File: config.mk
export PLATFORM = sky130hd
export DESIGN_NAME = entropy_collector_flat
export DESIGN_NICKNAME = d
export VERILOG_FILES = /design/src/rtl/entropy_collector_if.sv /design/src/rtl/entropy_collector.sv /design/src/flat_wrapper.sv
export SDC_FILE = /design/constraint.sdc
export NUM_CORES = 1
export LEC_CHECK = 0
export CAP_MARGIN = 15
export CORE_MARGIN = 1.5
export CORE_UTILIZATION = 49
export DETAILED_ROUTE_END_ITERATION = 16
export HOLD_SLACK_MARGIN = 0.06
export PLACE_DENSITY = 0.81
export SLEW_MARGIN = 20
export SYNTH_ARGS = -nofsm -noshare
export SYNTH_HDL_FRONTEND = slang
export SYNTH_SLANG_ARGS = --single-unit
export TNS_END_PERCENT = 10
File: constraint.sdc
create_clock -name clk -period 4.3 [get_ports clk]
set_clock_uncertainty 0.05 [all_clocks]
set_input_delay 1.29 -clock clk [delete_from_list [all_inputs] [get_ports clk]]
set_output_delay 1.29 -clock clk [all_outputs]
set_load 0.02 [all_outputs]
File: src/rtl/entropy_collector_if.sv
// Valid/ready word channel from the raw entropy source into the collector.
interface entropy_collector_if #(
  parameter int unsigned WORD_W = 32
) ();
  logic              ent_valid;
  logic [WORD_W-1:0] ent_data;
  logic              ent_ready;

  modport master (output ent_valid, output ent_data, input ent_ready);
  modport slave  (input ent_valid, input ent_data, output ent_ready);
endinterface

File: src/rtl/entropy_collector.sv
// Assembles NUM_WORDS source words into a CTR_DRBG seed, runs a repetition-count
// health test on arrival, and holds the seed until the instantiate stage is done.
module entropy_collector #(
  parameter int unsigned WORD_W     = 32,
  parameter int unsigned NUM_WORDS  = 12,
  parameter int unsigned RCT_CUTOFF = 4
) (
  input  logic                        clk,
  input  logic                        rst,
  input  logic                        i_req,
  input  logic                        i_consumer_done,
  input  logic                        i_clear_fail,
  entropy_collector_if.slave          ent_if,
  output logic [WORD_W*NUM_WORDS-1:0] o_entropy_input,
  output logic                        o_seed_start,
  output logic                        o_busy,
  output logic                        o_health_fail
);

  localparam int unsigned SEED_W = WORD_W * NUM_WORDS;
  localparam int unsigned CNT_W  = 4;
  localparam logic [CNT_W-1:0] LAST_IDX = 4'(NUM_WORDS - 1);
  localparam logic [CNT_W-1:0] CUTOFF   = 4'(RCT_CUTOFF);
  localparam logic [CNT_W-1:0] CNT_MAX  = '1;

  localparam logic [2:0] S_IDLE    = 3'd0;
  localparam logic [2:0] S_COLLECT = 3'd1;
  localparam logic [2:0] S_ISSUE   = 3'd2;
  localparam logic [2:0] S_WAIT    = 3'd3;
  localparam logic [2:0] S_FAIL    = 3'd4;

  logic [2:0]        r_state;
  logic [2:0]        w_state_nxt;
  logic [SEED_W-1:0] r_entropy;
  logic [WORD_W-1:0] r_last_word;
  logic              r_last_vld;
  logic [CNT_W-1:0]  r_word_cnt;
  logic [CNT_W-1:0]  r_rep_cnt;

  logic              w_accept;
  logic [CNT_W-1:0]  w_rep_nxt;
  logic              w_trip;
  logic              w_last_word;

  // Health test evaluated on the word being accepted this cycle.
  always_comb begin
    w_accept    = (r_state == S_COLLECT) && ent_if.ent_valid;
    w_rep_nxt   = 4'd1;
    if (r_last_vld && (ent_if.ent_data == r_last_word)) begin
      w_rep_nxt = (r_rep_cnt == CNT_MAX) ? CNT_MAX : r_rep_cnt + 4'd1;
    end
    w_trip      = (w_rep_nxt == CUTOFF);
    w_last_word = (r_word_cnt == LAST_IDX);
  end

  always_ff @(posedge clk) begin
    if (rst) r_state <= S_IDLE;
    else     r_state <= w_state_nxt;
  end

  always_comb begin
    w_state_nxt = r_state;
    case (r_state)
      S_IDLE:    if (i_req) w_state_nxt = S_COLLECT;
      S_COLLECT: begin
        if (w_accept) begin
          if (w_trip)           w_state_nxt = S_FAIL;
          else if (w_last_word) w_state_nxt = S_ISSUE;
        end
      end
      S_ISSUE:   w_state_nxt = S_WAIT;
      S_WAIT:    if (i_consumer_done) w_state_nxt = S_IDLE;
      S_FAIL:    if (i_clear_fail) w_state_nxt = S_IDLE;
      default:   w_state_nxt = S_IDLE;
    endcase
  end

  // Seed shift register, health-test history and word counter.
  always_ff @(posedge clk) begin
    if (rst) begin
      r_entropy   <= '0;
      r_last_word <= '0;
      r_last_vld  <= 1'b0;
      r_word_cnt  <= '0;
      r_rep_cnt   <= '0;
    end else begin
      case (r_state)
        S_IDLE: begin
          if (i_req) begin
            r_word_cnt <= '0;
            r_rep_cnt  <= '0;
            r_last_vld <= 1'b0;
          end
        end
        S_COLLECT: begin
          if (w_accept) begin
            r_last_word <= ent_if.ent_data;
            r_last_vld  <= 1'b1;
            r_rep_cnt   <= w_rep_nxt;
            r_word_cnt  <= r_word_cnt + 4'd1;
            if (w_trip) r_entropy <= '0;
            else        r_entropy <= {r_entropy[SEED_W-WORD_W-1:0], ent_if.ent_data};
          end
        end
        S_WAIT: begin
          if (i_consumer_done) begin
            r_entropy   <= '0;
            r_last_word <= '0;
            r_last_vld  <= 1'b0;
            r_word_cnt  <= '0;
            r_rep_cnt   <= '0;
          end
        end
        default: ;
      endcase
    end
  end

  assign ent_if.ent_ready = (r_state == S_COLLECT);
  assign o_seed_start     = (r_state == S_ISSUE);
  assign o_busy           = (r_state == S_COLLECT) || (r_state == S_ISSUE) || (r_state == S_WAIT);
  assign o_health_fail    = (r_state == S_FAIL);
  assign o_entropy_input  = r_entropy;

endmodule
File: src/flat_wrapper.sv
// flat-port wrapper written by rule: the top's interface ports become plain ports
module entropy_collector_flat 
#(
  parameter int unsigned WORD_W     = 32,
  parameter int unsigned NUM_WORDS  = 12,
  parameter int unsigned RCT_CUTOFF = 4
)
  (clk, rst, i_req, i_consumer_done, i_clear_fail, o_entropy_input, o_seed_start, o_busy, o_health_fail, ent_if_ent_valid, ent_if_ent_data, ent_if_ent_ready);
  entropy_collector_if #(.WORD_W(WORD_W)) ent_if_i ();
  input  logic clk;
  input  logic rst;
  input  logic i_req;
  input  logic i_consumer_done;
  input  logic i_clear_fail;
  output logic [WORD_W*NUM_WORDS-1:0] o_entropy_input;
  output logic o_seed_start;
  output logic o_busy;
  output logic o_health_fail;
  input wire logic [$bits(ent_if_i.ent_valid)-1:0] ent_if_ent_valid;
  input wire logic [$bits(ent_if_i.ent_data)-1:0] ent_if_ent_data;
  output wire logic [$bits(ent_if_i.ent_ready)-1:0] ent_if_ent_ready;
  assign ent_if_i.ent_valid = ent_if_ent_valid;
  assign ent_if_i.ent_data = ent_if_ent_data;
  assign ent_if_ent_ready = ent_if_i.ent_ready;
  entropy_collector #(.WORD_W(WORD_W), .NUM_WORDS(NUM_WORDS), .RCT_CUTOFF(RCT_CUTOFF)) u_core (.clk(clk), .rst(rst), .i_req(i_req), .i_consumer_done(i_consumer_done), .i_clear_fail(i_clear_fail), .ent_if(ent_if_i), .o_entropy_input(o_entropy_input), .o_seed_start(o_seed_start), .o_busy(o_busy), .o_health_fail(o_health_fail));
endmodule
Word level (Yosys, flattened, before mapping):

Index checks and enable logic that the tools add are counted.
Widths: inputs -> output; s select.

* register bits: 428
* logic and storage cells: 57
* input bits: 38
* output and inout port bits: 388

* add/sub/neg operators: 2
* reductions and logical operators: 10
* equal/unequal tests: 13
* muxes and demuxes: 26

Operators with widths (number)
* $mux 384: 3
* $pmux 384 s2: 1
* $mux 32: 2
* $pmux 32 s2: 1
* $eq 32x32->1: 1
* $mux 4: 6
* $pmux 4 s3: 2
* $mux 3: 6
* $pmux 3 s5: 1
* $add 4x1->4 const B: 2
* $eq 4x4->1 const B: 2
* $eq 3x2->1 const B: 2
* $ne 2x2->1 const B: 3
* $reduce_and 5->1: 1
* $eq 4x3->1 const B: 1
* $reduce_and 4->1: 1
* $eq 3x1->1 const B: 1
* $eq 3x3->1 const B: 1
* $logic_not 3->1: 1
* $mux 1: 3
* $ne 3x1->1 const B: 1
* $pmux 1 s3: 1
* $reduce_and 3->1: 1
* $reduce_bool 3->1: 1
* other kinds (4): 6

Logic depth before layout (Yosys ltp):

Gate-level depths: netlist of the first run.

* depth in word-level cells: 7
* mapped depth: 9
* mapped depth without buffers: 6

Worst setup path after synthesis of the first run:

No wires, ideal clock.

* path kind: in2reg
* start: input ent_if_ent_data[21]
* end: register u_core.r_entropy[100], in the netlist u_core.o_entropy_input[100]
* path buffers: 3
* data arrival time: 2981 ps
* slack: 1142 ps
* data required time: 4122 ps
* stages on the path: 9
* cell sequence: xor2_1 > nor4_1 > nand3_1 > or4_1 > buf_4 > buf_6 > buf_6 > a32oi_1 > nor2_1

* word-level cells in the longest chain between the ends: 7

Ends and longest elaborated chain
* start: declaration: line flat_wrapper.sv:20 `input wire logic [$bits(ent_if_i.ent_data)-1:0] ent_if_ent_data;`
* $eq 32x32->1: line entropy_collector.sv:49 `if (r_last_vld && (ent_if.ent_data == r_last_word)) begin`
* $logic_and 1x1->1: line entropy_collector.sv:49
* $mux 4: line entropy_collector.sv:49
* $eq 4x3->1: line entropy_collector.sv:52 `w_trip = (w_rep_nxt == CUTOFF);`
* $mux 384: line entropy_collector.sv:101 `if (w_trip) r_entropy <= '0;`
* $mux 384: line entropy_collector.sv:96 `if (w_accept) begin`
* $pmux 384 s2: line entropy_collector.sv:87 `case (r_state)`
* end signal: assignment: line entropy_collector.sv:102 `else r_entropy <= {r_entropy[SEED_W-WORD_W-1:0], ent_if.ent_data};`
* end: declaration: line entropy_collector.sv:34 `logic [SEED_W-1:0] r_entropy;`

No other way between the ends. The select of a mux whose other input is x is not followed.
A chain may end at the register's enable or synchronous reset.

Final worst setup path of the first run:

* start: register u_core.r_state[0]
* end: output ent_if_ent_ready

* word-level cells in the longest chain between the ends: 1

Ends and longest elaborated chain
* start: declaration: line entropy_collector.sv:32 `logic [2:0] r_state;`
* start signal: assignment: line entropy_collector.sv:58 `else r_state <= w_state_nxt;`
* $eq 3x1->1: line entropy_collector.sv:119 `assign ent_if.ent_ready = (r_state == S_COLLECT);`
* end: declaration: line flat_wrapper.sv:21 `output wire logic [$bits(ent_if_i.ent_ready)-1:0] ent_if_ent_ready;`

No other way between the ends.

==> impl_results.md, run 1 <==
* Worst Tran Pin Value at between 0.7 and 0.8 ns
* Yosys top cell area share at 55.2%
* Routed length per instance at 22.4 microns
* Cell at the root of the clock tree: sky130_fd_sc_hd__clkbuf_16
* Number of rows created at floorplan at 65
* Post-Synthesis Cells at 1562
* Area inside the core boundary at ~0.031 sq mm
* Compound-cell area share of the yosys netlist at 24.3%
* Max_slew headroom at around 48%
* Number of buffers added by the clock tree synthesis step at 42
* Post-synthesis adder-cell area fraction at 0.161%
* Number of levels in the clock H-tree at 2
* Max clock buf depth at 3
* Top metal layer carrying routed signals: met4
* Proportion of synthesized area in mux cells at 0.0725%
* Global-route wire length before repair at 78300 microns
* Time the final worst path needs with I/O delays and setup at 3.65 ns
* WP data arrival at 2.31 ns
* Wire length on met1 at 20900 microns
* Clock sink total at between 400 and 500
* RD Place Congestion at ~0.86
* Clock tree from TritonCTS: yes
* Synthesized netlist net count at approximately 1600
* Placement Setup Slack at 0.234 ns
* Largest family of logic cells by synthesized area: compound AO/OA/AOI/OAI gates
* Share of layout cells above drive strength 1 at roughly 6%
* Via count of the first global-routing pass at 13300
* Power per unit of standard cell area at 386 mW/mm^2
* Number of design rule violations left after detail routing at 0
* Number of search-and-repair iterations in the first detailed-routing pass at 5
* Max FO, Critical Path at 9
* Count of yosys warnings during synthesis at 0
* Initial core utilization at 49.5%
* Total half-perimeter wirelength after legalization and detailed placement at 34500 microns
* Average vias per placed instance at about 6.3
* Clock slew at the register clock pins of the worst setup and hold paths at 0.06 ns
* Largest area contributor in the netlist: sky130_fd_sc_hd__dfxtp_1
* Met2 wire len at 23500 microns
* Worst setup SP type: flip-flop
* Maximum frequency from static timing analysis at approximately 270 MHz
* Worst-case setup margin in the final layout at 0.651 ns
* Syn avg cell area at 9.95 sq um
* Endpoint type of the worst setup path: output port
* Total met3 wirelength after detailed routing at 4450 microns
* Top-level port count at 426
* Final setup violation count at 0
* Leak Pwr at 7.40 nW
* Xor/xnor cell area share of the yosys netlist at 1.80%
* Outcome: finished, final reports clean
* Simple-gate area share of the yosys netlist at 11.9%
* Total negative setup slack at 0 ns
* Number of distinct library cells after synthesis at 40
* Die span in x at 181 microns
* Number of nets in the final layout at 1929
* Number of antenna violations at the first check in global routing at 2
* Synth async-reset ratio at 0%
* Port Buf Inserts at 425
* Grt ovf at 0
* IR Drop Worst-Case VDD at around 0.00029 V
* Number of routed nets with antenna violations at 0
* Category of the most critical setup path: reg2out
* Count of flip-flops with a built-in enable after synthesis at 0
* Maximum number of pins on one net before global-route repair at approximately 140
* Hold violation count in the final report at 0
* Floorplan die area at 0.0328 sq mm
* Top_reg_cell synth: sky130_fd_sc_hd__dfxtp_1
* Required time of the worst setup path at 2.96 ns
* Number of violations reported at the end of detailed-routing iteration 0 at 1370
* Total via count after detailed routing at 14600
* Max_cap viols at 0
* Post-synthesis sequential area ratio at 55.2%
* Routed Wire Length at ~52000 microns
* Class of the worst hold path: reg2reg
* Number of gates resized after CTS at 0
* Period Utilization, post-route at 84.9%
* Count of hold buffers inserted by post-cts repair at 0
* Synth Cell Area at 0.0155 sq mm
* #FFs+latches synth at 428
* RSZ-0062 raised after global routing: false
* Die outline height at 181 microns
* Biggest area contributors in the synthesized netlist: sky130_fd_sc_hd__dfxtp_1 55%, sky130_fd_sc_hd__a32oi_1 22%, sky130_fd_sc_hd__nor2_1 10%, sky130_fd_sc_hd__buf_6 2.6%, sky130_fd_sc_hd__clkbuf_1 2.5%
* Clock insertion delay at the later pin of the skew report at approximately 0.54 ns
* Area growth from synthesis to layout at 36.4%
* Setup Buffers After CTS at 0
* Final count of pins violating max slew at 0
* GRT Total Usage at 30.0%
sequential cells by signal, summed over array words and instances (netlist names):
| name | flops |
|---|---|
| u_core.o_entropy_input | 384 |
| u_core.r_last_vld | 1 |
| u_core.r_last_word | 32 |
| u_core.r_rep_cnt | 4 |
| u_core.r_state | 3 |
| u_core.r_word_cnt | 4 |
path summary, 6_finish.rpt:
kind	from	endpoint	slack (ns)	cells after the start
worst max-delay path	u_core.r_state[0]	ent_if_ent_ready	0.65	2
worst min-delay path	u_core.o_entropy_input[357]	u_core.o_entropy_input[357]	0.43	2
worst max register to register	u_core.r_rep_cnt[1]	u_core.o_entropy_input[298]	1.37	8
worst min register to register	u_core.o_entropy_input[357]	u_core.o_entropy_input[357]	0.43	2
metrics by stage:
stage	cells	utilization, %	total power [mW]	area [sq um]	hold slack, ns
after floorplan	1562	-	4.48	15500	0.401
final	2319	67.5	8.17	21200	0.434
after detailed placement	2247	63.3	4.69	19900	0.421
after global placement	2247	63.3	4.69	19900	0.411
after CTS	2317	67.5	8.20	21200	0.436
after global routing	2319	67.5	8.43	21200	0.454
cells in the mapped netlist (all sizes together) (4+ instances only):
cell    instances
dfxtp         428
nor2          427
a32oi         384
clkbuf        102
buf            85
a22oi          34
xor2           31
a21oi          10
nor4            9
nand2           8
o21ai           4
routing by layer:
| metal | global-route usage, % | up-vias |
|---|---|---|
| met5 | 0 | - |
| li1 | - | 6579 |
| met4 | 17.0 | 0 |
| met2 | 46.0 | 767 |
| met3 | 7.26 | 166 |
| met1 | 38.9 | 7092 |
cell type report:
| type | instances | area, sq um |
|---|---|---|
| Antenna cell | 2 | 5.00 |
| Clock buffer | 61 | 1240 |
| Clock inverter | 9 | 73.8 |
| Fill cell | 2375 | 10200 |
| Inverter | 1 | 3.75 |
| Multi-Input combinational cell | 946 | 5950 |
| Sequential cell | 428 | 8570 |
| Tap cell | 402 | 503 |
| Timing Repair Buffer | 470 | 4850 |
placed cells by master, fill, tap and decap left out, types with 2 or more instances in the layout:
master,netlist,layout
sky130_fd_sc_hd__a211oi_1,3,3
sky130_fd_sc_hd__a21oi_1,10,10
sky130_fd_sc_hd__a22oi_1,34,34
sky130_fd_sc_hd__a311oi_1,2,2
sky130_fd_sc_hd__a32oi_1,384,384
sky130_fd_sc_hd__and3_1,2,2
sky130_fd_sc_hd__buf_12,0,20
sky130_fd_sc_hd__buf_4,1,25
sky130_fd_sc_hd__clkbuf_1,102,8
sky130_fd_sc_hd__clkbuf_16,0,43
sky130_fd_sc_hd__clkbuf_8,0,10
sky130_fd_sc_hd__clkdlybuf4s50_1,0,424
sky130_fd_sc_hd__clkinv_2,0,7
sky130_fd_sc_hd__dfxtp_1,428,428
sky130_fd_sc_hd__diode_2,0,2
sky130_fd_sc_hd__ha_1,2,2
sky130_fd_sc_hd__nand2_1,8,8
sky130_fd_sc_hd__nand3_1,3,3
sky130_fd_sc_hd__nor2_1,427,427
sky130_fd_sc_hd__nor2b_1,3,3
sky130_fd_sc_hd__nor3_1,3,3
sky130_fd_sc_hd__nor3b_1,3,3
sky130_fd_sc_hd__nor4_1,9,9
sky130_fd_sc_hd__o21ai_0,3,3
sky130_fd_sc_hd__xor2_1,31,31
worst max-delay path, stage by stage, from the launching register on:
cell	delay (ns)
sky130_fd_sc_hd__dfxtp_1	0.48
sky130_fd_sc_hd__nor3b_1	0.58
sky130_fd_sc_hd__clkdlybuf4s50_1	0.72
report_power, final:
part | switching, mW | total, mW | internal, mW
registers | 0.0391 | 4.05 | 4.01
clock network | 1.50 | 3.55 | 2.06
logic | 0.396 | 0.576 | 0.180
kinds of logic (layout without fill, tap and decap cells):
group,after synthesis,in the layout
other,0,2
muxes,1,1
xor gates and xnor gates,32,32
AOI/OAI and AO/OA,443,443
buffers and inverters,188,541
adders and majority gates,2,2
and+or+nand+nor,468,468
DFF,428,428
Power figures use the tool's default switching activity.
==> run 2, diff against run 1 <==
--- a/config.mk
+++ b/config.mk
@@ -7,10 +7,10 @@
 export LEC_CHECK = 0
 export CAP_MARGIN = 15
 export CORE_MARGIN = 1.5
-export CORE_UTILIZATION = 49
+export CORE_UTILIZATION = 48
 export DETAILED_ROUTE_END_ITERATION = 16
 export HOLD_SLACK_MARGIN = 0.06
-export PLACE_DENSITY = 0.81
+export PLACE_DENSITY = 0.8
 export SLEW_MARGIN = 20
 export SYNTH_ARGS = -nofsm -noshare
 export SYNTH_HDL_FRONTEND = slang
==> constraint.sdc (replaced) <==
create_clock -name clk -period 3.6 [get_ports clk]
set_clock_uncertainty 0.05 [all_clocks]
set_input_delay 1.08 -clock clk [delete_from_list [all_inputs] [get_ports clk]]
set_output_delay 1.08 -clock clk [all_outputs]
set_load 0.02 [all_outputs]
==> impl_results.md, run 2 (same netlist as run 1, synthesis figures left out) <==
* Clock insertion delay at the later pin of the skew report at 0.54 ns
* Via count of the first global-routing pass at 13300
* Instance area at placement at 0.0201 sq mm
* Wire length on met1 at 21100 microns
* Outcome: finished, final reports clean
* Global-route wire length before repair at ~80000 microns
* Worst Hold Path EP: u_core.o_entropy_input[382]
* Switching portion of total power at 23.8%
* Worst-case setup margin in the final layout at 0.205 ns
* Total via count after detailed routing at 14800
* Max_cap viols at 0
* Number of antenna violations at the first check in global routing at 3
* Number of cell instances on the worst register-to-register path at 7
* Cell class contributing the biggest share of worst-path delay: buffers and inverters
* Top-level port count at 426
* Floorplan die area at 0.0335 sq mm
* Share of layout cells above drive strength 1 at 6.95%
* RSZ-0062 raised after global routing: false
* Internal power at 7.60 mW
* Grt ovf at 0
* Final setup violation count at 0
* Number of search-and-repair iterations in the first detailed-routing pass at 6
* Total half-perimeter wirelength after legalization and detailed placement at 34800 microns
* Worst Tran Pin Value at 0.600 ns
* Total met3 wirelength after detailed routing at 4420 microns
* Critical path, cell by cell: nor3b_1 -> clkdlybuf4s50_1
* GRT Total Usage at around 30%
* Hold path depth at 2
* Worst setup SP type: flip-flop
* Clock tree from TritonCTS: yes
* Number of gates resized after CTS at 0
* Die outline height at about 180 microns
* Leak Pwr at 7.55 nW
* Area of the multi-input gates at 0.00595 sq mm
* Top metal layer carrying routed signals: met4
* R2r startpoint: u_core.r_rep_cnt[1]
* Critical path's slowest cell: sky130_fd_sc_hd__clkdlybuf4s50_1
* RD Place Congestion at around 0.86
* Setup Buffers After CTS at 0
* Class of the worst hold path: reg2reg
* Leading cell types in the layout, fill and taps excluded: 428 x sky130_fd_sc_hd__dfxtp_1, 427 x sky130_fd_sc_hd__nor2_1, 424 x sky130_fd_sc_hd__clkdlybuf4s50_1, 384 x sky130_fd_sc_hd__a32oi_1, 47 x sky130_fd_sc_hd__buf_4
* Placement Setup Slack at -0.295 ns
* IR Drop Worst-Case VDD at approximately 0.00042 V
* Time the final worst path needs with I/O delays and setup at 3.39 ns
* Final Cell Area at 0.0215 sq mm
* Number of violations reported at the end of detailed-routing iteration 0 at 1578
* Number of routed nets with antenna violations at 0
* Endpoint type of the worst setup path: output port
* Power per unit of standard cell area at 464 mW/mm^2
* CP bufs+invs at 1
* Initial core utilization at between 40% and 50%
* Met2 wire len at 24200 microns
* Worst Min Path Start: u_core.o_entropy_input[382]
* Clock slew at the register clock pins of the worst setup and hold paths at 0.06 ns
* Number of buffers added by the clock tree synthesis step at between 40 and 50
* Filler cells at 2368
* Capture instance of the worst register-to-register path: u_core.o_entropy_input[147]
* Number of design rule violations left after detail routing at 0
* Final count of pins violating max slew at 0
* Hold violation count in the final report at 0
* Cell at the root of the clock tree: sky130_fd_sc_hd__clkbuf_16
* Routed length per instance at 22.2 microns
* Register-to-register setup slack at 0.73 ns
* Maximum frequency from static timing analysis at 295 MHz
* Number of rows created at floorplan at 65
* WP data arrival at 2.26 ns
* Number of nets in the final layout at around 2000
* Die span in x at 183 microns
* Number of levels in the clock H-tree at 2
* Commonest non-fill, non-tap cell in the layout: sky130_fd_sc_hd__dfxtp_1
* Period Utilization, post-route at 94.3%
* Routed Wire Length at approximately 52000 microns
* Clock share of power at 44.3%
* Logic pwr share at 7.3%
* Clock sink total at between 400 and 500
* Average vias per placed instance at 6.31
* Largest stage delay, worst path at 0.74 ns
* Maximum number of pins on one net before global-route repair at 128
* P_sw at 2.37 mW
* Area used by sequential logic in the layout at 0.00857 sq mm
* Max_slew headroom at 60.0%
* Area inside the core boundary at 0.0317 sq mm
* Post-route core utilization at 67.7%
* Area growth from synthesis to layout at 38.1%
* Port Buf Inserts at around 430
* Required time of the worst setup path at about 2.5 ns
* Number of flip-flops in the largest register at 384
* Max FO, Critical Path at 9
* Category of the most critical setup path: reg2out
* Max clock buf depth at 3
* Count of hold buffers inserted by post-cts repair at 0
* Sequential fraction of design power at about half
==> run 2: area by class of cell <==
cell class	instances	share of cell area (%)
Antenna cell	3	0.0350
Clock buffer	61	5.66
Clock inverter	12	0.746
Inverter	1	0.0175
Multi-Input combinational cell	946	27.7
Sequential cell	428	39.9
Tap cell	402	2.34
Timing Repair Buffer	494	23.5
==> run 2: power by group through the flow <==
stage	Sequential [mW]	Clock [mW]	Combinational, mW
floorplan	4.95	0	0.404
global placement	4.93	0	0.696
detailed placement	4.93	0	0.706
CTS	4.83	4.46	0.712
global route	4.83	4.67	0.769
finish	4.83	4.41	0.723
==> run 2: routing by layer <==
layer	track usage (%)	vias up
met5	0	-
met4	13.7	0
met3	6.27	136
met2	46.9	779
met1	38.8	7257
li1	-	6637
==> run 2: through the flow <==
step / instances / TNS [ns] / total power [mW] / hold slack (ns)
floorplan: 1562 / 0 / 5.35 / 0.401
global placement: 2271 / -74.60 / 5.63 / 0.412
detailed placement: 2271 / -84.60 / 5.64 / 0.422
CTS: 2344 / 0 / 10.0 / 0.438
global route: 2347 / 0 / 10.3 / 0.454
finish: 2347 / 0 / 9.96 / 0.438
==> run 2: worst max-delay path by stage <==
stage,startpoint,to,slack (ns),cells after the start
6_report,u_core.r_state[0],ent_if_ent_ready,0.21,2
5_1_grt,u_core.r_state[0],ent_if_ent_ready,0.09,2
4_1_cts,u_core.r_state[0],ent_if_ent_ready,0.21,2
3_5_place_dp,ent_if_ent_data[13],u_core.o_entropy_input[363],-0.30,10
3_3_place_gp,ent_if_ent_data[13],u_core.o_entropy_input[332],-0.24,10
2_1_floorplan,ent_if_ent_data[21],u_core.o_entropy_input[100],0.65,9
==> run 2: worst register-to-register path, cell delays in order, from the launching register on <==
cell                      delay [ns]
sky130_fd_sc_hd__dfxtp_1        0.39
sky130_fd_sc_hd__ha_1           0.27
sky130_fd_sc_hd__or3b_1         0.37
sky130_fd_sc_hd__a311o_1        0.37
sky130_fd_sc_hd__or4_4          0.58
sky130_fd_sc_hd__buf_12         0.25
sky130_fd_sc_hd__a32oi_1        0.41
sky130_fd_sc_hd__nor2_1         0.06
==> run 3, diff against run 2 <==
--- a/config.mk
+++ b/config.mk
@@ -11,6 +11,7 @@
 export DETAILED_ROUTE_END_ITERATION = 16
 export HOLD_SLACK_MARGIN = 0.06
 export PLACE_DENSITY = 0.8
+export SETUP_SLACK_MARGIN = 0.02
 export SLEW_MARGIN = 20
 export SYNTH_ARGS = -nofsm -noshare
 export SYNTH_HDL_FRONTEND = slang
==> results of run 3 <==
No change in the layout: final DEF, timing and power equal those of run 2.
